<file path="src/rtl/uart_rx_param.sv">
// Runtime-configurable UART receiver, break detection under UART_RX_BREAK_DET_EN.
// Latency: m_valid_o rises one clk after WEND (mid final stop bit).
// Backpressure: one-word holding register; a frame arriving while it is full is dropped with overrun_o.
module uart_rx_param #(
  parameter int DATA_W = 8,
  parameter int RATIO  = 8,
  parameter int DIV_W  = 16
) (
  input  logic              clk,
  input  logic              rst,
  input  logic              rx_i,
  input  logic [DIV_W-1:0]  baud_div_i,
  input  logic [3:0]        data_bits_i,
  input  logic [1:0]        parity_mode_i,
  input  logic              stop2_i,
  output logic [DATA_W-1:0] m_data_o,
  output logic              m_valid_o,
  input  logic              m_ready_i,
  output logic              parity_err_o,
  output logic              frame_err_o,
  output logic              overrun_o,
  output logic              busy_o,
  output logic              break_o
);

  localparam int TW = $clog2(RATIO);
  localparam logic [TW-1:0] T_S0   = TW'(RATIO/2 - 1);
  localparam logic [TW-1:0] T_S1   = TW'(RATIO/2);
  localparam logic [TW-1:0] T_VOTE = TW'(RATIO/2 + 1);
  localparam logic [TW-1:0] T_LAST = TW'(RATIO - 1);

  typedef enum logic [2:0] {IDLE, RSTRB, RDT, RPARB, RSTB1, RSTB2, WEND} state_t;

  state_t            state, state_nxt;
  logic              rx_meta, rxs, rxs_d;
  logic [DIV_W-1:0]  presc;
  logic [TW-1:0]     tcnt;
  logic              tick, vote_tick, end_tick, start;
  logic              s0, s1, vote;
  logic [4:0]        nbits, nbits_clamp, bit_cnt;
  logic [1:0]        pmode;
  logic              pen, stop2_l;
  logic [DATA_W-1:0] shreg;
  logic              perr, ferr, wend_wr;
`ifdef UART_RX_BREAK_DET_EN
  logic              allz, brk;
`endif

  assign tick      = (presc == '0);
  assign vote_tick = tick && (tcnt == T_VOTE);
  assign end_tick  = tick && (tcnt == T_LAST);
  assign vote      = (s0 & s1) | (s0 & rxs) | (s1 & rxs);
  assign start     = (state == IDLE) && rxs_d && !rxs;
  assign pen       = (pmode == 2'b01) || (pmode == 2'b10);
  assign busy_o    = (state != IDLE);

  always_comb begin
    nbits_clamp = {1'b0, data_bits_i};
    if (data_bits_i < 4'd5)
      nbits_clamp = 5'd5;
    else if ({1'b0, data_bits_i} > 5'(DATA_W))
      nbits_clamp = 5'(DATA_W);
  end

`ifdef UART_RX_BREAK_DET_EN
  assign wend_wr = (state == WEND) && !brk;
`else
  assign wend_wr = (state == WEND);
  assign break_o = 1'b0;
`endif

  always_ff @(posedge clk) begin
    if (rst) state <= IDLE;
    else     state <= state_nxt;
  end

  always_comb begin
    state_nxt = state;
    case (state)
      IDLE:  if (start) state_nxt = RSTRB;
      RSTRB: begin
        if (vote_tick && vote) state_nxt = IDLE;
        else if (end_tick)     state_nxt = RDT;
      end
      RDT:   if (end_tick && (bit_cnt == nbits)) state_nxt = pen ? RPARB : RSTB1;
      RPARB: if (end_tick) state_nxt = RSTB1;
      // Stop bits hand over at mid-bit so back-to-back frames can resync.
      RSTB1: begin
        if (vote_tick) begin
          state_nxt = stop2_l ? RSTB2 : WEND;
`ifdef UART_RX_BREAK_DET_EN
          if (allz && !vote) state_nxt = WEND;
`endif
        end
      end
      RSTB2: if (vote_tick) state_nxt = WEND;
      WEND: begin
`ifdef UART_RX_BREAK_DET_EN
        if (!brk || rxs) state_nxt = IDLE;
`else
        state_nxt = IDLE;
`endif
      end
      default: state_nxt = IDLE;
    endcase
  end

  always_ff @(posedge clk) begin
    if (rst) begin
      rx_meta      <= 1'b1;
      rxs          <= 1'b1;
      rxs_d        <= 1'b1;
      presc        <= '0;
      tcnt         <= '0;
      s0           <= 1'b0;
      s1           <= 1'b0;
      nbits        <= 5'd5;
      pmode        <= 2'b00;
      stop2_l      <= 1'b0;
      bit_cnt      <= '0;
      shreg        <= '0;
      perr         <= 1'b0;
      ferr         <= 1'b0;
      m_data_o     <= '0;
      m_valid_o    <= 1'b0;
      parity_err_o <= 1'b0;
      frame_err_o  <= 1'b0;
      overrun_o    <= 1'b0;
`ifdef UART_RX_BREAK_DET_EN
      allz         <= 1'b1;
      brk          <= 1'b0;
      break_o      <= 1'b0;
`endif
    end else begin
      rx_meta   <= rx_i;
      rxs       <= rx_meta;
      rxs_d     <= rxs;
      overrun_o <= 1'b0;
`ifdef UART_RX_BREAK_DET_EN
      break_o   <= 1'b0;
`endif

      if (start) begin
        presc <= baud_div_i;
        tcnt  <= '0;
      end else if (tick) begin
        presc <= baud_div_i;
        tcnt  <= (tcnt == T_LAST) ? '0 : tcnt + 1'b1;
      end else begin
        presc <= presc - 1'b1;
      end

      if (tick && (tcnt == T_S0)) s0 <= rxs;
      if (tick && (tcnt == T_S1)) s1 <= rxs;

      if (start) begin
        nbits   <= nbits_clamp;
        pmode   <= parity_mode_i;
        stop2_l <= stop2_i;
        bit_cnt <= '0;
        shreg   <= '0;
        perr    <= 1'b0;
        ferr    <= 1'b0;
`ifdef UART_RX_BREAK_DET_EN
        allz    <= 1'b1;
        brk     <= 1'b0;
`endif
      end

      if (vote_tick) begin
        case (state)
          RDT: begin
            shreg   <= shreg | (DATA_W'(vote) << bit_cnt);
            bit_cnt <= bit_cnt + 1'b1;
`ifdef UART_RX_BREAK_DET_EN
            if (vote) allz <= 1'b0;
`endif
          end
          RPARB: begin
            // pmode[1] is set only for odd parity, which expects an XOR of 1
            perr <= (^shreg) ^ vote ^ pmode[1];
`ifdef UART_RX_BREAK_DET_EN
            if (vote) allz <= 1'b0;
`endif
          end
          RSTB1: begin
            if (!vote) ferr <= 1'b1;
`ifdef UART_RX_BREAK_DET_EN
            if (allz && !vote) begin
              brk     <= 1'b1;
              break_o <= 1'b1;
            end
`endif
          end
          RSTB2: if (!vote) ferr <= 1'b1;
          default: ;
        endcase
      end

      if (wend_wr) begin
        if (!m_valid_o || m_ready_i) begin
          m_data_o     <= shreg;
          parity_err_o <= perr;
          frame_err_o  <= ferr;
          m_valid_o    <= 1'b1;
        end else begin
          overrun_o <= 1'b1;
        end
      end else if (m_valid_o && m_ready_i) begin
        m_valid_o <= 1'b0;
      end
    end
  end

endmodule

</file>
<file path="config.mk">
export PLATFORM = sky130hd
export DESIGN_NAME = uart_rx_param
export DESIGN_NICKNAME = d
export VERILOG_FILES = /design/src/rtl/uart_rx_param.sv
export SDC_FILE = /design/constraint.sdc
export NUM_CORES = 1
export LEC_CHECK = 0
export BUFFER_PORTS_ARGS = -buffer_cell sky130_fd_sc_hd__clkbuf_2
export CAP_MARGIN = 40
export CORE_UTILIZATION = 50
export DETAILED_ROUTE_END_ITERATION = 16
export GPL_TIMING_DRIVEN = 0
export PLACE_DENSITY = 0.76
export SYNTH_ARGS = -nofsm -noshare
export SYNTH_HDL_FRONTEND = slang
export SYNTH_SLANG_ARGS = --single-unit
</file>
<file path="constraint.sdc">
create_clock -name clk -period 2.3 [get_ports clk]
set_input_delay 0.23 -clock clk [delete_from_list [all_inputs] [get_ports clk]]
set_output_delay 0.23 -clock clk [all_outputs]
set_load 0.005 [all_outputs]
</file>
==> impl_metrics.csv, run 1 <==
group,metric,value,unit
die,die_area,6240,µm²
clock_tree,cts_hold_buf,0,
drt,wl,6570,µm
outcome,outcome,"finished clean",
placed_design,port_buffers,38,
power_and_ir_drop,total_power,0.00326,W
min_path,hold_path_class,"in2reg",
logic_synthesis,ys_seq_area_share,41.2,%
die,dieHeight,79.0,µm
die,ioPinCount,41,
die,initial_utilization,52.8,%
die,die_w,79.0,µm
sta,timing.fmax,0.469,GHz
run,drv_cap,0,
logic_synthesis,synth_cells,338,
final_layout,finalNetCount,422,
sta,relSlewSlack,61.4,%
logic_synthesis,synth_cell_types,53,
logic_synthesis,netlist_area,2960,µm²
sta,hold_viol,0,
critical_path,cp-end-kind,"flip-flop",
sta,worst_slew_pin_slew,0.579,ns
power_and_ir_drop,p_per_area,939,nW/µm²
final_layout,area_growth,17.1,%
critical_path,worstSetupStartpointType,"flip-flop",
critical_path,arrival,2.38,ns
global_route,grt_pass1_vias,2340,
global_route,grt_max_degree,12,
logic_synthesis,yosys_warnings,0,
clock_tree,cts.sinks,61,
clock_tree,htree_num_levels,3,
drt,drt_iter0_drc,156,
logic_synthesis,ys.flop_type,"dfxtp_1",
final_layout,antenna_cells,0,
drt,routed-via-count,2529,
clock_tree,cts_buffers,9,
sta,setup_viol,0,
logic_synthesis,ys_ff_latch,61,
drt,ant_nets,0,
placed_design,gp_congestion,0.877,
drt,drc_errors,0,
logic_synthesis,synthTopCellsByCount,"dfxtp_1, nor2_1, nand2_1",
logic_synthesis,avgSynthCellArea,8.77,µm²
final_layout,final_core_util,61.9,%
drt,viasPerCell,5.45,
placed_design,dp_hpwl,4700,µm
die,coreArea,5610,µm²
global_route,grt_pass1_wl,11000,µm
global_route,overflow,0,
clock_tree,clkLatencyLatePin,0.35,ns
logic_synthesis,synthArstFlopShare,0,%
sta,skew,0.00906,ns
final_layout,drive_above_1_share,19.4,%
sta,rsz0062_at_grt,"no",
global_route,antenna_found_initial,0,
logic_synthesis,synth_nets,373,
clock_tree,cts_tree,"done",
drt,dr.pass1.iters,4,
power_and_ir_drop,leakagePower,1.37,nW
clock_tree,cts.clk_slew.worst_paths,0.07,ns
clock_tree,cts-root-buf,"clkbuf_8",
critical_path,criticalPathCategory,"reg2reg",
critical_path,required,2.54,ns
logic_synthesis,yosysTopAreaCell,"dfxtp_1",
clock_tree,clock_path_buffers,2,
critical_path,crit_fanout,10,
logic_synthesis,synth_edf_count,0,
die,rows,27,
sta,finalCriticalPeriod,2.13,ns
sta,holdWs,0.0595,ns
sta,finalMaxSlewViolations,0,
logic_synthesis,synthTopCellsByArea,"dfxtp_1, nor2_1, xnor2_1, nand2_1, mux2i_1",
sta,tns,0,ns
sta,period_share,92.8,%
drt,wire_per_inst,14.2,µm
global_route,grt.total_usage,23.3,%
power_and_ir_drop,ir_worst_vdd,0.000507,V
logic_synthesis,yosys.area.top_type_share,41.2,%
logic_synthesis,synth_most_common_cell,"dfxtp_1",
[where the power goes]
| part | switching (W) | internal [W] |
|---|---|---|
| clock | 0.000440 | 0.000610 |
| combinational | 0.000465 | 0.000401 |
| sequential | 0.000159 | 0.00119 |
| total | 0.00106 | 0.00220 |
[worst max-delay path, cell delays in order (launching register included)]
cell	delay (ns)
dfxtp_1	0.40
nor3_1	0.34
and2_1	0.18
clkbuf_1	0.45
nor2_4	0.16
buf_2	0.23
a211oi_1	0.27
[metal layers]
layer	vias to the layer above	routed length [µm]	part of all wire, %	global-route usage (%)
met4	0	115	1.8	8.55
met1	1173	3080	47	30.2
li1	1274	-	-	-
met2	70	3000	46	35.9
met5	-	0	0	0
met3	12	371	5.6	7.59
[sequential cells by signal, indices dropped and copies added (netlist names)]
register / cells
overrun_o: 1
parity_err_o: 1
pmode: 2
shreg: 8
stop2_l: 1
nbits: 4
perr: 1
s1: 1
rxs: 1
tcnt: 3
state: 3
m_valid_o: 1
frame_err_o: 1
bit_cnt: 5
presc: 16
s0: 1
rx_meta: 1
ferr: 1
rxs_d: 1
m_data_o: 8
[cell type report]
class	count	area, µm²
clock buffer	10	128
fill	501	2140
clock inverter	6	87.6
multi-input combinational	254	1660
tap	72	90.1
sequential	61	1220
inverter	6	22.5
buffer	17	76.3
timing repair buffer	38	190
[final timing paths]
check                              start       end  slack, ns  cells past startpoint
worst max-delay path            state[2]  presc[2]       0.17                      6
worst min-delay path                rx_i   rx_meta       0.06                      2
worst max register to register  state[2]  presc[2]       0.17                      6
worst min register to register   rx_meta       rxs       0.41                      1
[cell families (layout without fill, tap and decap cells)]
| family | after synthesis | count (layout) | synth area share, % |
|---|---|---|---|
| compound gates | 54 | 54 | 12.1 |
| buf+inv | 23 | 77 | 3.34 |
| simple gates | 147 | 147 | 25.6 |
| xor+xnor | 28 | 28 | 8.74 |
| flops | 61 | 61 | 41.2 |
| other cells | 1 | 1 | 0.127 |
| fa+ha+maj | 9 | 9 | 3.72 |
| mux | 15 | 15 | 5.15 |
[cells in the final DEF (no fill, tap or decap), drive strengths merged, types with 2 or more instances in the layout]
master | netlist | layout
clkbuf | 11 | 59
nor4 | 6 | 6
or3 | 4 | 4
mux2i | 13 | 13
ha | 8 | 8
nor4b | 2 | 2
or2 | 4 | 4
a211oi | 14 | 14
nand2b | 9 | 9
nor2 | 46 | 46
xor2 | 11 | 11
nand4 | 4 | 4
mux2 | 2 | 2
nand2 | 35 | 35
o31ai | 3 | 3
o21ai | 10 | 10
nand3 | 5 | 5
buf | 6 | 6
nor2b | 6 | 6
clkinv | 0 | 4
dfxtp | 61 | 61
a21oi | 17 | 17
nor3 | 14 | 14
and2 | 3 | 3
inv | 6 | 6
xnor2 | 16 | 16
or4 | 2 | 2
nand3b | 3 | 3
bufinv | 0 | 2
[through the flow]
| step | std cells | worst slack (ns) | instance area, µm² |
|---|---|---|---|
| 3_3_place_gp | 448 | 0.110 | 3240 |
| 4_1_cts | 464 | 0.0482 | 3460 |
| 6_report | 464 | 0.166 | 3470 |
| 5_1_grt | 464 | 0.0378 | 3470 |
| 2_1_floorplan | 338 | 0.451 | 2960 |
| 3_5_place_dp | 448 | 0.0532 | 3240 |
[repair_timing]
item / CTS / global route
resized for setup: 0 / 2
endpoints found under the setup margin: 0 / 7
buffers inserted: 0 / 0
No activity file was read; power rests on OpenSTA's default activity.
==> run 2, diff against run 1 <==
--- a/config.mk
+++ b/config.mk
@@ -10,7 +10,7 @@
 export CORE_UTILIZATION = 50
 export DETAILED_ROUTE_END_ITERATION = 16
 export GPL_TIMING_DRIVEN = 0
-export PLACE_DENSITY = 0.76
+export PLACE_DENSITY = 0.7
 export SYNTH_ARGS = -nofsm -noshare
 export SYNTH_HDL_FRONTEND = slang
 export SYNTH_SLANG_ARGS = --single-unit
==> impl_metrics.csv, run 2 (synthesis results as in run 1) <==
group,metric,value,unit
critical_path,r2r_end,"state[1]",
clock_tree,clock_path_buffers,2,
placed_design,dp_hpwl,4640,µm
critical_path,cpPeakStageDelay,0.46,ns
global_route,grt_max_degree,13,
drt,routed-via-count,2476,
sta,fin_ws,0.143,ns
sta,relSlewSlack,61.7,%
clock_tree,cts-root-buf,"clkbuf_8",
final_layout,drive_above_1_share,19.6,%
drt,wl,6220,µm
sta,timing.fmax,0.464,GHz
die,dieHeight,79.0,µm
die,initial_utilization,52.8,%
drt,dr.pass1.iters,4,
global_route,overflow,0,
clock_tree,cts.sinks,61,
global_route,grt_pass1_vias,2357,
min_path,hold_path_class,"in2reg",
sta,worst_slew_pin_slew,0.575,ns
critical_path,crit_fanout,5,
drt,drt_iter0_drc,101,
power_and_ir_drop,p_per_area,891,nW/µm²
power_and_ir_drop,ir_worst_vdd,0.000497,V
power_and_ir_drop,p_sw_share,35.1,%
sta,hold_viol,0,
die,die_w,79.0,µm
sta,finalCriticalPeriod,2.16,ns
run,drv_cap,0,
final_layout,reg.largest.list,"presc: 16 flops, m_data_o: 8 flops, shreg: 8 flops",
die,rows,27,
critical_path,worstSetupStartpoint,"tcnt[0]",
placed_design,gp_congestion,0.905,
die,coreArea,5610,µm²
final_layout,area_growth,15.8,%
clock_tree,cts_resized,0,
critical_path,rrSetupSlack,0.14,ns
final_layout,finalNetCount,422,
critical_path,crit_path_end,"state[1]",
critical_path,cp_slowest_cell,"o41ai_1",
global_route,antenna_found_initial,0,
critical_path,rr_worst_depth,7,
power_and_ir_drop,internal_power,0.00198,W
critical_path,worstPathCellList,"ha_1, ha_1, nor4bb_1, nand2_1, o41ai_1, a2bb2oi_2, mux2i_1",
sta,rsz0062_at_grt,"no",
clock_tree,cts_tree,"done",
critical_path,r2r-start,"tcnt[0]",
critical_path,worstSetupStartpointType,"flip-flop",
power_and_ir_drop,p_clk_share,27.7,%
placed_design,pre_cts_slack,0.145,ns
critical_path,required,2.57,ns
sta,setup_viol,0,
final_layout,final_common_cell,"dfxtp_1",
sta,period_share,93.8,%
power_and_ir_drop,seqPwrFrac,44.0,%
global_route,grt.total_usage,22.1,%
power_and_ir_drop,p_switching,0.00107,W
final_layout,largest_reg_flops,16,
final_layout,layout_common_cells,"dfxtp_1, nor2_1, clkbuf_2",
critical_path,criticalPathCategory,"reg2reg",
critical_path,arrival,2.42,ns
clock_tree,post_cts_buffers,0,
outcome,outcome,"finished clean",
critical_path,cp-end-kind,"flip-flop",
clock_tree,cts_buffers,9,
global_route,grt_pass1_wl,10700,µm
sta,finalMaxSlewViolations,0,
power_and_ir_drop,pwr-share-comb,28.2,%
final_layout,fill_cells,535,
clock_tree,cts_hold_buf,0,
drt,ant_nets,0,
final_layout,final-seq-area,1220,µm²
clock_tree,clkLatencyLatePin,0.34,ns
final_layout,regMostFlops,"presc",
clock_tree,cts.clk_slew.worst_paths,0.07,ns
critical_path,crit_path_frequent_cell,"ha_1",
die,die_area,6240,µm²
clock_tree,htree_num_levels,3,
power_and_ir_drop,leakagePower,1.34,nW
die,ioPinCount,41,
final_layout,antenna_cells,0,
sta,tns,0,ns
drt,drc_errors,0,
sta,skew,0.00803,ns
drt,wire_per_inst,13.4,µm
final_layout,multiInputGateArea,1650,µm²
placed_design,port_buffers,38,
drt,viasPerCell,5.34,
-- run 2: changes by cell type in the layout (fill, tap and decap cells not counted), sizes merged --
cell	previous run	this run
inv	6	7
clkinvlp	0	2
bufinv	2	0
clkbuf	59	58
-- run 2: stage by stage --
step | instance area [µm²] | hold slack [ns] | power, W | util (%) | instances
after floorplan | 2960 | 0.334 | 0.00203 | - | 338
after global placement | 3240 | 0.392 | 0.00220 | 57.8 | 448
after detailed placement | 3240 | 0.400 | 0.00221 | 57.8 | 448
after CTS | 3420 | 0.0557 | 0.00306 | 61.0 | 464
after global routing | 3430 | 0.0599 | 0.00324 | 61.2 | 464
final | 3430 | 0.0689 | 0.00306 | 61.2 | 464
-- run 2: layer usage --
layer,wire [µm],global-route usage [%]
met2,2740,35.2
met4,115,10.5
met3,271,4.48
met5,0,0
met1,3090,28.6
-- run 2: area by class of cell --
cell class              instances  share of cell area [%]
plain buffers                  17                    2.23
repair buffers                 38                    5.55
clock buffers                   9                    3.61
flip-flops and latches         61                    35.6
multi-input cells             254                    48.2
clock inverters                 7                    1.50
inverters                       6                   0.657
well taps                      72                    2.63
-- run 2: worst min path at each step --
stage                        from  endpoint  slack [ns]  cells after the start
after detailed placement  rx_meta       rxs        0.40                      1
after global routing         rx_i   rx_meta        0.06                      2
after CTS                    rx_i   rx_meta        0.06                      2
after global placement    rx_meta       rxs        0.39                      1
final                        rx_i   rx_meta        0.07                      2
after floorplan              rx_i   rx_meta        0.33                      1
-- run 2: power by group through the flow --
stage / Sequential (W) / Clock [W] / Combinational, W
after floorplan: 0.00133 / 0 / 0.000703
after global placement: 0.00136 / 0 / 0.000841
after detailed placement: 0.00136 / 0 / 0.000853
after CTS: 0.00134 / 0.000862 / 0.000859
after global routing: 0.00137 / 0.000907 / 0.000969
final: 0.00135 / 0.000848 / 0.000862
-- run 2: worst max-delay path, delay by kind of cell (launching register included) --
kind	cells	cell delay (ns)
simple gates	2	0.37
compound gates	2	0.69
mux	1	0.21
flops	1	0.39
fa+ha+maj	2	0.42
==> run 3, diff against run 2 <==
--- a/config.mk
+++ b/config.mk
@@ -10,7 +10,9 @@
 export CORE_UTILIZATION = 50
 export DETAILED_ROUTE_END_ITERATION = 16
 export GPL_TIMING_DRIVEN = 0
+export MAX_ROUTING_LAYER = met4
 export PLACE_DENSITY = 0.7
+export RECOVER_POWER = 50
 export SYNTH_ARGS = -nofsm -noshare
 export SYNTH_HDL_FRONTEND = slang
 export SYNTH_SLANG_ARGS = --single-unit
==> constraint.sdc (replaced) <==
create_clock -name clk -period 2.2 [get_ports clk]
set_input_delay 0.22 -clock clk [delete_from_list [all_inputs] [get_ports clk]]
set_output_delay 0.22 -clock clk [all_outputs]
set_load 0.005 [all_outputs]
==> impl_metrics.csv, run 3 (synthesis results as in run 1) <==
group,metric,value,unit
final_layout,largest_reg_flops,16,
die,initial_utilization,52.8,%
clock_tree,cts-root-buf,"clkbuf_8",
drt,wl,6250,µm
drt,drt_iter0_drc,111,
global_route,grt_pass1_wl,10700,µm
power_and_ir_drop,leakagePower,1.33,nW
drt,ant_nets,0,
run,drv_cap,0,
drt,viasPerCell,5.34,
die,rows,27,
placed_design,pre_cts_slack,0.0449,ns
drt,routed-via-count,2480,
global_route,grtUsageMet2,35.3,%
critical_path,criticalPathCategory,"reg2reg",
critical_path,arrival,2.35,ns
global_route,met1_usage,28.5,%
drt,drc_errors,0,
placed_design,port_buffers,38,
sta,hold_viol,0,
clock_tree,htree_num_levels,3,
critical_path,required,2.47,ns
global_route,grt_pass1_vias,2349,
sta,setup_viol,0,
power_and_ir_drop,p_per_area,932,nW/µm²
die,ioPinCount,41,
sta,tns,0,ns
final_layout,layout_common_cells,"dfxtp_1, nor2_1, nand2_1",
critical_path,worstSetupStartpointType,"flip-flop",
placed_design,gp_congestion,0.921,
placed_design,dp_hpwl,4640,µm
final_layout,reg.largest.list,"presc: 16 flops, m_data_o: 8 flops, shreg: 8 flops",
clock_tree,clock_path_buffers,2,
final_layout,regMostFlops,"presc",
clock_tree,cts.clk_slew.worst_paths,0.08,ns
global_route,grt.total_usage,22.7,%
sta,fin_ws,0.118,ns
sta,skew,0.00955,ns
sta,period_share,94.6,%
sta,relSlewSlack,60.9,%
power_and_ir_drop,ir_worst_vdd,0.000520,V
critical_path,crit_fanout,5,
sta,worst_slew_pin_slew,0.586,ns
global_route,overflow,0,
global_route,grt_busiest_layer,"met2",
clock_tree,cts_buffers,9,
die,die_area,6240,µm²
final_layout,finalNetCount,422,
min_path,hold_path_class,"in2reg",
global_route,grt_use_met3,4.37,%
final_layout,area_growth,16.2,%
die,dieHeight,79.0,µm
critical_path,cp-end-kind,"flip-flop",
clock_tree,cts_tree,"done",
final_layout,drive_above_1_share,18.9,%
drt,dr.pass1.iters,4,
sta,finalCriticalPeriod,2.08,ns
final_layout,final_common_cell,"dfxtp_1",
drt,wire_per_inst,13.5,µm
clock_tree,clkLatencyLatePin,0.34,ns
final_layout,antenna_cells,0,
global_route,grt_max_degree,13,
die,die_w,79.0,µm
die,coreArea,5610,µm²
clock_tree,cts.sinks,61,
global_route,antenna_found_initial,0,
outcome,outcome,"finished clean",
sta,timing.fmax,0.480,GHz
clock_tree,cts_hold_buf,0,
sta,finalMaxSlewViolations,0,
[run 3: changes by cell type in the layout (fill, tap and decap cells not counted)]
cell,before,now
clkbuf_2,38,32
clkbuf_1,11,16
buf_2,4,3
buf_4,2,3
o41ai_2,0,1
nor4b_1,2,1
clkbuf_4,0,1
o41ai_1,1,0
nor4b_2,0,1
[run 3: path summary, 6_finish.rpt]
path	to	start	depth (start not counted)	slack [ns]
max	state[1]	tcnt[0]	7	0.12
max reg2reg	state[1]	tcnt[0]	7	0.12
min	rx_meta	rx_i	2	0.06
min reg2reg	rxs	rx_meta	1	0.42
[run 3: repair_timing]
action	4_1_cts	5_1_grt
resized for setup	0	5
setup buffers	0	1
setup endpoints to repair	0	20
[run 3: stage by stage]
step / area [µm²] / hold slack [ns] / std cells / util (%) / total power (W)
after floorplan: 2960 / 0.324 / 338 / - / 0.00212
after global placement: 3240 / 0.392 / 448 / 57.8 / 0.00230
after detailed placement: 3240 / 0.400 / 448 / 57.8 / 0.00232
after CTS: 3420 / 0.0457 / 464 / 61.0 / 0.00320
after global routing: 3440 / 0.0499 / 464 / 61.4 / 0.00340
final: 3440 / 0.0580 / 464 / 61.4 / 0.00321
[run 3: worst max-delay path, stage by stage, from the launching register on]
cell and delay [ns]:
dfxtp_1 0.39, ha_1 0.20, ha_1 0.22, nor4bb_1 0.29, nand2_1 0.11, o41ai_2 0.35, a2bb2oi_2 0.23, mux2i_1 0.21
[run 3: metal layers]
metal,part of all wire (%),vias to the layer above
met5,0,-
met3,3.7,10
met4,1.5,0
met1,50,1151
met2,45,46
li1,-,1273
[run 3: cell type report]
cell class                      instances  area, µm²
Fill cell                             542       2170
Multi-Input combinational cell        254       1670
Sequential cell                        61       1220
Timing Repair Buffer                   39        190
Clock buffer                            9        124
Tap cell                               72       90.1
Buffer                                 16       75.1
Clock inverter                          7       51.3
Inverter                                6       22.5
[run 3: report_power, final]
group,total [W],leakage (nW),internal [W],switching (W)
clock network,0.000889,0.0856,0.000411,0.000478
registers,0.00141,0.496,0.00124,0.000170
logic,0.000908,0.753,0.000430,0.000478
